[src/rtl/pipe_ctrl_gen_pkg.sv]
// Shared definitions for the pipeline hazard/control unit: stage indices,
// serialize FSM encoding and default-width stall/flush vector types.
package pipe_ctrl_gen_pkg;

    localparam int STAGES_DEF = 5;

    localparam int IF_IDX_C = 0;
    localparam int ID_IDX_C = 1;
    localparam int EX_IDX_C = 2;
    localparam int MM_IDX_C = 3;
    localparam int WB_IDX_C = 4;

    localparam int LU_CNT_W = 3;

    localparam logic [1:0] SER_IDLE    = 2'd0;
    localparam logic [1:0] SER_DRAIN   = 2'd1;
    localparam logic [1:0] SER_RELEASE = 2'd2;

    typedef enum logic [1:0] {
        ST_IDLE    = SER_IDLE,
        ST_DRAIN   = SER_DRAIN,
        ST_RELEASE = SER_RELEASE
    } ser_state_t;

    typedef logic [STAGES_DEF-1:0] stall_t;
    typedef logic [STAGES_DEF-1:0] flush_t;

endpackage

[src/rtl/pipe_ctrl_gen_if.sv]
// Pipeline-to-controller bundle: per-stage requests and hazard operands in,
// per-stage hold/kill/bubble controls out.
interface pipe_ctrl_gen_if #(
    parameter int STAGES    = 5,
    parameter int ISSUE_NUM = 2
);
    logic [STAGES-1:0]         stall_req;
    logic [STAGES-1:0]         flush_req;
    logic [STAGES-1:0]         valid;
    logic [ISSUE_NUM-1:0]      id_rs1_en;
    logic [ISSUE_NUM-1:0]      id_rs2_en;
    logic [ISSUE_NUM-1:0][4:0] id_rs1;
    logic [ISSUE_NUM-1:0][4:0] id_rs2;
    logic [ISSUE_NUM-1:0]      ex_mem_read;
    logic [ISSUE_NUM-1:0][4:0] ex_rd;
    logic                      id_serialize;
    logic [STAGES-1:0]         stall;
    logic [STAGES-1:0]         flush;
    logic [STAGES-1:0]         bubble;

    modport master (
        output stall_req, flush_req, valid, id_rs1_en, id_rs2_en, id_rs1, id_rs2,
               ex_mem_read, ex_rd, id_serialize,
        input  stall, flush, bubble
    );

    modport slave (
        input  stall_req, flush_req, valid, id_rs1_en, id_rs2_en, id_rs1, id_rs2,
               ex_mem_read, ex_rd, id_serialize,
        output stall, flush, bubble
    );
endinterface

[src/rtl/pipe_ctrl_gen_lu_detect.sv]
// Load-use comparator: any EX load lane whose nonzero rd matches an enabled
// source of any ID lane raises o_lu_hit.
module pipe_lu_detect #(
    parameter int ISSUE_NUM = 2
) (
    input  logic [ISSUE_NUM-1:0]      i_rs1_en,
    input  logic [ISSUE_NUM-1:0]      i_rs2_en,
    input  logic [ISSUE_NUM-1:0][4:0] i_rs1,
    input  logic [ISSUE_NUM-1:0][4:0] i_rs2,
    input  logic [ISSUE_NUM-1:0]      i_mem_read,
    input  logic [ISSUE_NUM-1:0][4:0] i_rd,
    output logic                      o_lu_hit
);

    always_comb begin
        // NOTE: combinational blocks use blocking '=' and assign a default first so no latch is inferred.
        o_lu_hit = 1'b0;
        for (int i = 0; i < ISSUE_NUM; i++) begin
            for (int l = 0; l < ISSUE_NUM; l++) begin
                if (i_mem_read[i] && (i_rd[i] != 5'd0) &&
                    ((i_rs1_en[l] && (i_rs1[l] == i_rd[i])) ||
                     (i_rs2_en[l] && (i_rs2[l] == i_rd[i])))) begin
                    o_lu_hit = 1'b1;
                end
            end
        end
    end

endmodule

[src/rtl/pipe_ctrl_gen.sv]
// Pipeline hazard/control unit: oldest-wins flush, per-stage stalls, load-use
// interlock and serialize drain. PIPE_CTRL_PERF_EN adds saturating perf counters.
module pipe_ctrl_gen
    import pipe_ctrl_gen_pkg::*;
#(
    parameter int STAGES    = STAGES_DEF,
    parameter int ISSUE_NUM = 2,
    parameter int ID_IDX    = ID_IDX_C,
    parameter int EX_IDX    = EX_IDX_C,
    parameter int LU_LAT    = 1
`ifdef PIPE_CTRL_PERF_EN
    , parameter int CNT_W   = 32
`endif
) (
    input  logic              clk,
    input  logic              rst,
    pipe_ctrl_gen_if.slave    bus
`ifdef PIPE_CTRL_PERF_EN
    , output logic [CNT_W-1:0] perf_stall_cyc
    , output logic [CNT_W-1:0] perf_flush_evt
    , output logic [CNT_W-1:0] perf_lu_evt
`endif
);

    localparam logic [LU_CNT_W-1:0] LU_LOAD = LU_CNT_W'(LU_LAT - 1);

    logic [LU_CNT_W-1:0] r_lu_cnt;
    ser_state_t          r_ser_state;

    logic              w_lu_hit;
    logic [STAGES-1:0] w_kill_above;
    logic [STAGES-1:0] w_se;
    logic              w_id_kill;
    logic              w_older_valid;
    logic              w_lu_live;
    logic              w_lu_start;
    logic              w_id_stall;

    pipe_lu_detect #(.ISSUE_NUM(ISSUE_NUM)) u_lu_detect (
        .i_rs1_en   (bus.id_rs1_en),
        .i_rs2_en   (bus.id_rs2_en),
        .i_rs1      (bus.id_rs1),
        .i_rs2      (bus.id_rs2),
        .i_mem_read (bus.ex_mem_read),
        .i_rd       (bus.ex_rd),
        .o_lu_hit   (w_lu_hit)
    );

    // w_kill_above[m]: some older stage redirects, so stage m holds a dead instruction.
    always_comb begin
        logic acc_kill;
        logic acc_valid;
        acc_kill      = 1'b0;
        acc_valid     = 1'b0;
        w_kill_above  = '0;
        w_older_valid = 1'b0;
        for (int m = STAGES - 1; m >= 0; m--) begin
            w_kill_above[m] = acc_kill;
            acc_kill        = acc_kill | bus.flush_req[m];
            if (m == ID_IDX) w_older_valid = acc_valid;
            acc_valid       = acc_valid | bus.valid[m];
        end
    end

    assign w_id_kill  = w_kill_above[ID_IDX];
    assign w_lu_live  = w_lu_hit & ~w_kill_above[EX_IDX];
    assign w_lu_start = (r_lu_cnt == '0) & w_lu_live & ~w_id_kill;
    assign w_id_stall = (r_lu_cnt != '0) | w_lu_live
                      | (r_ser_state == ST_DRAIN)
                      | ((r_ser_state == ST_IDLE) & bus.id_serialize & w_older_valid);

    always_comb begin
        logic acc_stall;
        acc_stall  = 1'b0;
        w_se       = '0;
        bus.stall  = '0;
        bus.flush  = '0;
        bus.bubble = '0;
        for (int m = 0; m < STAGES; m++) begin
            w_se[m] = (bus.stall_req[m] | ((m == ID_IDX) & w_id_stall)) & ~w_kill_above[m];
        end
        for (int j = STAGES - 1; j >= 0; j--) begin
            acc_stall    = acc_stall | w_se[j];
            bus.stall[j] = acc_stall;
            bus.flush[j] = w_kill_above[j];
        end
        for (int j = 1; j < STAGES; j++) begin
            bus.bubble[j] = bus.stall[j-1] & ~bus.stall[j];
        end
        if (rst) begin
            bus.stall  = '1;
            bus.flush  = '1;
            bus.bubble = '0;
        end
    end

    always_ff @(posedge clk) begin
        // NOTE: state uses non-blocking '<=' with a synchronous reset checked first.
        if (rst) begin
            r_lu_cnt    <= '0;
            r_ser_state <= ST_IDLE;
        end else begin
            if (r_lu_cnt != '0) r_lu_cnt <= r_lu_cnt - LU_CNT_W'(1);
            else if (w_lu_start) r_lu_cnt <= LU_LOAD;

            if (w_id_kill) begin
                r_ser_state <= ST_IDLE;
            end else begin
                case (r_ser_state)
                    ST_IDLE:    if (bus.id_serialize && w_older_valid) r_ser_state <= ST_DRAIN;
                    ST_DRAIN:   if (!w_older_valid) r_ser_state <= ST_RELEASE;
                    ST_RELEASE: r_ser_state <= ST_IDLE;
                    default:    r_ser_state <= ST_IDLE;
                endcase
            end
        end
    end

`ifdef PIPE_CTRL_PERF_EN
    logic [CNT_W-1:0] r_perf_stall;
    logic [CNT_W-1:0] r_perf_flush;
    logic [CNT_W-1:0] r_perf_lu;

    always_ff @(posedge clk) begin
        if (rst) begin
            r_perf_stall <= '0;
            r_perf_flush <= '0;
            r_perf_lu    <= '0;
        end else begin
            if (bus.stall[ID_IDX] && !(&r_perf_stall)) r_perf_stall <= r_perf_stall + CNT_W'(1);
            if ((|bus.flush_req) && !(&r_perf_flush))  r_perf_flush <= r_perf_flush + CNT_W'(1);
            if (w_lu_start && !(&r_perf_lu))           r_perf_lu    <= r_perf_lu + CNT_W'(1);
        end
    end

    assign perf_stall_cyc = r_perf_stall;
    assign perf_flush_evt = r_perf_flush;
    assign perf_lu_evt    = r_perf_lu;
`endif

endmodule

[src/flat_wrapper.sv]
// flat-port wrapper written by rule: the top's interface ports become plain ports
module pipe_ctrl_gen_flat import pipe_ctrl_gen_pkg::*;
#(
    parameter int STAGES    = STAGES_DEF,
    parameter int ISSUE_NUM = 2,
    parameter int ID_IDX    = ID_IDX_C,
    parameter int EX_IDX    = EX_IDX_C,
    parameter int LU_LAT    = 1

)
  (clk, rst, bus_stall_req, bus_flush_req, bus_valid, bus_id_rs1_en, bus_id_rs2_en, bus_id_rs1, bus_id_rs2, bus_ex_mem_read, bus_ex_rd, bus_id_serialize, bus_stall, bus_flush, bus_bubble);
  pipe_ctrl_gen_if #(.STAGES(STAGES), .ISSUE_NUM(ISSUE_NUM)) bus_i ();
  input  logic clk;
  input  logic rst;
  input wire logic [$bits(bus_i.stall_req)-1:0] bus_stall_req;
  input wire logic [$bits(bus_i.flush_req)-1:0] bus_flush_req;
  input wire logic [$bits(bus_i.valid)-1:0] bus_valid;
  input wire logic [$bits(bus_i.id_rs1_en)-1:0] bus_id_rs1_en;
  input wire logic [$bits(bus_i.id_rs2_en)-1:0] bus_id_rs2_en;
  input wire logic [$bits(bus_i.id_rs1)-1:0] bus_id_rs1;
  input wire logic [$bits(bus_i.id_rs2)-1:0] bus_id_rs2;
  input wire logic [$bits(bus_i.ex_mem_read)-1:0] bus_ex_mem_read;
  input wire logic [$bits(bus_i.ex_rd)-1:0] bus_ex_rd;
  input wire logic [$bits(bus_i.id_serialize)-1:0] bus_id_serialize;
  output wire logic [$bits(bus_i.stall)-1:0] bus_stall;
  output wire logic [$bits(bus_i.flush)-1:0] bus_flush;
  output wire logic [$bits(bus_i.bubble)-1:0] bus_bubble;
  assign bus_i.stall_req = bus_stall_req;
  assign bus_i.flush_req = bus_flush_req;
  assign bus_i.valid = bus_valid;
  assign bus_i.id_rs1_en = bus_id_rs1_en;
  assign bus_i.id_rs2_en = bus_id_rs2_en;
  assign bus_i.id_rs1 = bus_id_rs1;
  assign bus_i.id_rs2 = bus_id_rs2;
  assign bus_i.ex_mem_read = bus_ex_mem_read;
  assign bus_i.ex_rd = bus_ex_rd;
  assign bus_i.id_serialize = bus_id_serialize;
  assign bus_stall = bus_i.stall;
  assign bus_flush = bus_i.flush;
  assign bus_bubble = bus_i.bubble;
  pipe_ctrl_gen #(.STAGES(STAGES), .ISSUE_NUM(ISSUE_NUM), .ID_IDX(ID_IDX), .EX_IDX(EX_IDX), .LU_LAT(LU_LAT)) u_core (.clk(clk), .rst(rst), .bus(bus_i));
endmodule
[config.mk]
export PLATFORM = sky130hd
export DESIGN_NAME = pipe_ctrl_gen_flat
export DESIGN_NICKNAME = d
export VERILOG_FILES = /design/src/rtl/pipe_ctrl_gen_pkg.sv /design/src/rtl/pipe_ctrl_gen_if.sv /design/src/rtl/pipe_ctrl_gen_lu_detect.sv /design/src/rtl/pipe_ctrl_gen.sv /design/src/flat_wrapper.sv
export SDC_FILE = /design/constraint.sdc
export NUM_CORES = 1
export LEC_CHECK = 0
export ABC_AREA = 1
export CAP_MARGIN = 40
export CORE_AREA = 2 2 70 72
export DETAILED_ROUTE_END_ITERATION = 10
export DIE_AREA = 0 0 72 74
export PLACE_DENSITY = 0.67
export RECOVER_POWER = 25
export SETUP_SLACK_MARGIN = 0.15
export SYNTH_ARGS = -nofsm -noshare
export SYNTH_HDL_FRONTEND = slang
export SYNTH_SLANG_ARGS = --single-unit
[constraint.sdc]
create_clock -name clk -period 5.1 [get_ports clk]
set_input_delay 1.53 -clock clk [delete_from_list [all_inputs] [get_ports clk]]
set_output_delay 1.53 -clock clk [all_outputs]
set_load 0.03 [all_outputs]
==> parameters.txt <==
Parameter                              Value

Clock network
  Number of buffers created by CTS    3
  Clock sink count    5
  Number of setup buffers added after CTS    0
  Total of hold buffers inserted after clock tree synthesis    0
  Clock input transition at the sequential cells of the worst setup and hold paths    roughly 0.03 ns
  Source-to-sink clock delay at the later pin of the worst-skew pair    about 0.22 ns
  Clk buf depth    2
  Root buffer cell    clkbuf_8
  H-tree depth    1
  CTS tree    yes

Route
  Final wirelength    between 3000 and 4000 um
  Post-route met1 wirelength    1640 um
  DR DRC count    0
  Number of iterations in the first detailed-routing pass    4
  Number of DRC markers after the initial detailed-route iteration    47
  Met2 WL    between 1500 and 2000 um
  Routed met3 length    roughly 290 um
  Via density per instance    4.38
  Routed wire length per instance    ~9.6 um
  Final ANT Viol Nets    0
  Max Used Layer    met3
  Total via count in the routed design    between 1500 and 2000

Finish
  Utilization after layout    about 41%
  Commonest non-fill, non-tap cells in the layout    105 x nand2_1, 53 x clkdlybuf4s50_1, 42 x nor2_1, 31 x inv_1, 13 x nand3_1
  Share of post-route cells with drive strength above 1    about a tenth
  FF/Latch Area    about 100 sq um
  Filler cell count    ~520
  Most common cell after layout, fill and taps aside    nand2_1
  Net total in the final layout    373
  Signed area change from the synthesized netlist to the final layout    71.9%
  Antenna diode count    0
  Total area of multi-input combinational cells    ~840 sq um

STA
  Final setup violating endpoints    0
  Count of final max-slew check failures    0
  F_max    just over 200 MHz
  Share of the clock period used by the worst path after layout    ~95%
  Clock Skew    roughly 0.000033 ns
  Tmin final    4.85 ns
  Unrepaired setup endpoints after global routing    no
  Final hold viol count    0

Synth
  Cell types occupying the most area after synthesis    nand2_1 36%, nor2_1 14%, inv_1 11%
  Synth warnings    0
  Distinct cells, synth    21
  Net count of the mapped netlist    approximately 300
  Library cell occupying the most area in the post-synthesis netlist    nand2_1
  Synthesized area    ~0.0011 sq mm
  Post-Synthesis Mean Instance Area    ~4.6 sq um
  Yosys reg bits    5
  Yosys top cell area share    a little over a third
  Synthesized instance count    between 200 and 250
  Sequential share of the synthesized area    9.03%

Pwr
  PnR Total Power    approximately 240 uW
  Power density cells    around 120 mW/mm^2
  VDD IR max    a little over 0.05 mV
  Cell leakage power    ~0.0011 uW

Floorplan
  Area of the placeable core    approximately 0.0046 sq mm
  Cell Rows    25
  Number of I/O pins    69
  Full die area    0.00533 sq mm
  Horiz. Die Dim    between 70 and 80 um
  Starting Density    roughly a quarter
  Y dimension of the die    74 um

Worst setup path
  Kind of cell adding the most delay to the critical path    buffers and inverters
  Nature of the critical path endpoint    output pin
  WS Path Type    in2out
  Required time worst endpoint    roughly 3.6 ns
  Largest fanout on the critical path    3
  Startpoint type of the worst setup path    input pin
  Most Frequent Cell on Critical Path    inv_1
  Chain of cells forming the critical path    dlygate4sd3_1 > inv_1 > nand2_1 > nand3_1 > a21oi_1 > inv_1 > clkdlybuf4s50_1
  Buf/Inv on CP    4
  Worst reg2reg setup slack    approximately 4 ns
  Data arrival at the endpoint of the critical path    roughly 3.3 ns
  Max stage delay cell, worst path    clkdlybuf4s50_1
  Delay of the slowest critical-path stage    approximately 0.6 ns

GRT
  Wire length of the first global-routing pass    about 5700 um
  Number of global-route vias before repair    between 1000 and 1500
  Pin count of the biggest net entering global routing    10
  Initial antenna violation count    0
  Total GRT Usage    about an eighth
  Congestion Overflow GR    0

Min path
  Worst hold path class    reg2reg

Status
  Outcome    completed

Placement
  RD Place Congestion    roughly 0.87
  Number of buffers inserted by port buffering    64
  Estimated wirelength of the detail-placed design    approximately 3100 um

Run
  Maxcap violations    0
worst reg2reg max path, cell delays in order (launching register included):
cell	delay, ns
dfxtp_1	0.32
nor2_1	0.15
ha_1	0.26
inv_1	0.07
o21ai_0	0.15
a21oi_1	0.05
through the flow:
stage | instance area (sq um) | std cells | TNS (ns) | hold WS (ns) | worst slack, ns
global route | 1910 | 370 | 0 | 0.486 | 0.0828
global placement | 1850 | 366 | -0.0139 | 0.439 | -0.0139
finish | 1910 | 370 | 0 | 0.455 | 0.246
detailed placement | 1850 | 366 | -0.00703 | 0.441 | -0.00703
floorplan | 1110 | 243 | 0 | 0.422 | 0.645
CTS | 1890 | 370 | 0 | 0.448 | 0.239
registers in the layout, summed over array words and instances (netlist names):
name and count:
u_core.r_lu_cnt 3, u_core.r_ser_state 2
cell families (layout without fill, tap and decap cells):
| family | count (synthesis) | after routing | synth area share [%] |
|---|---|---|---|
| AOI/OAI and AO/OA | 21 | 21 | 11.1 |
| buffers and inverters | 42 | 115 | 14.9 |
| and+or+nand+nor | 171 | 171 | 61.6 |
| DFF | 5 | 5 | 9.03 |
| other | 1 | 1 | 0.338 |
| xor gates and xnor gates | 1 | 1 | 0.790 |
| adders and majority gates | 2 | 2 | 2.26 |
what timing repair did:
action	in CTS	in global routing
endpoints found under the setup margin	1	2
resized for setup	1	10
endpoints found under the hold margin	0	0
power by group:
group | internal (uW) | switching, uW | total, uW | leakage, uW
clock network | 53.7 | 19.7 | 73.4 | 0.0000228
logic | 62.7 | 62.5 | 125 | 0.00100
registers | 39.5 | 0.0586 | 39.5 | 0.0000403
synth_stat cells (all sizes together):
library cell	count
nand2	109
nor2	43
inv	40
o21ai	15
nand3	13
a21oi	5
dfxtp	5
buf	2
ha	2
nand4	2
nor3	2
nor4	2
conb	1
o21bai	1
xor2	1
path summary, 6_finish.rpt:
check | start | endpoint | cells after the start
worst max register to register | u_core.r_lu_cnt[0] | u_core.r_lu_cnt[0] | 5
worst min-delay path | u_core.r_ser_state[1] | u_core.r_ser_state[1] | 1
worst min register to register | u_core.r_ser_state[1] | u_core.r_ser_state[1] | 1
worst max-delay path | bus_flush_req[4] | bus_stall[2] | 7
cell type report:
type	count	share of cell area, %
multi-input combinational	196	44.3
sequential	5	5.25
inverter	40	7.88
timing repair buffer	71	36.7
tap	54	3.55
clock buffer	4	2.36
per-layer routing:
metal | GRT usage [%] | vias to the layer above
li1 | - | 877
met1 | 17.2 | 680
met2 | 22.9 | 65
met3 | 2.71 | 0
met4 | 3.35 | 0
met5 | 0 | -
(Power assumes the default switching activity.)
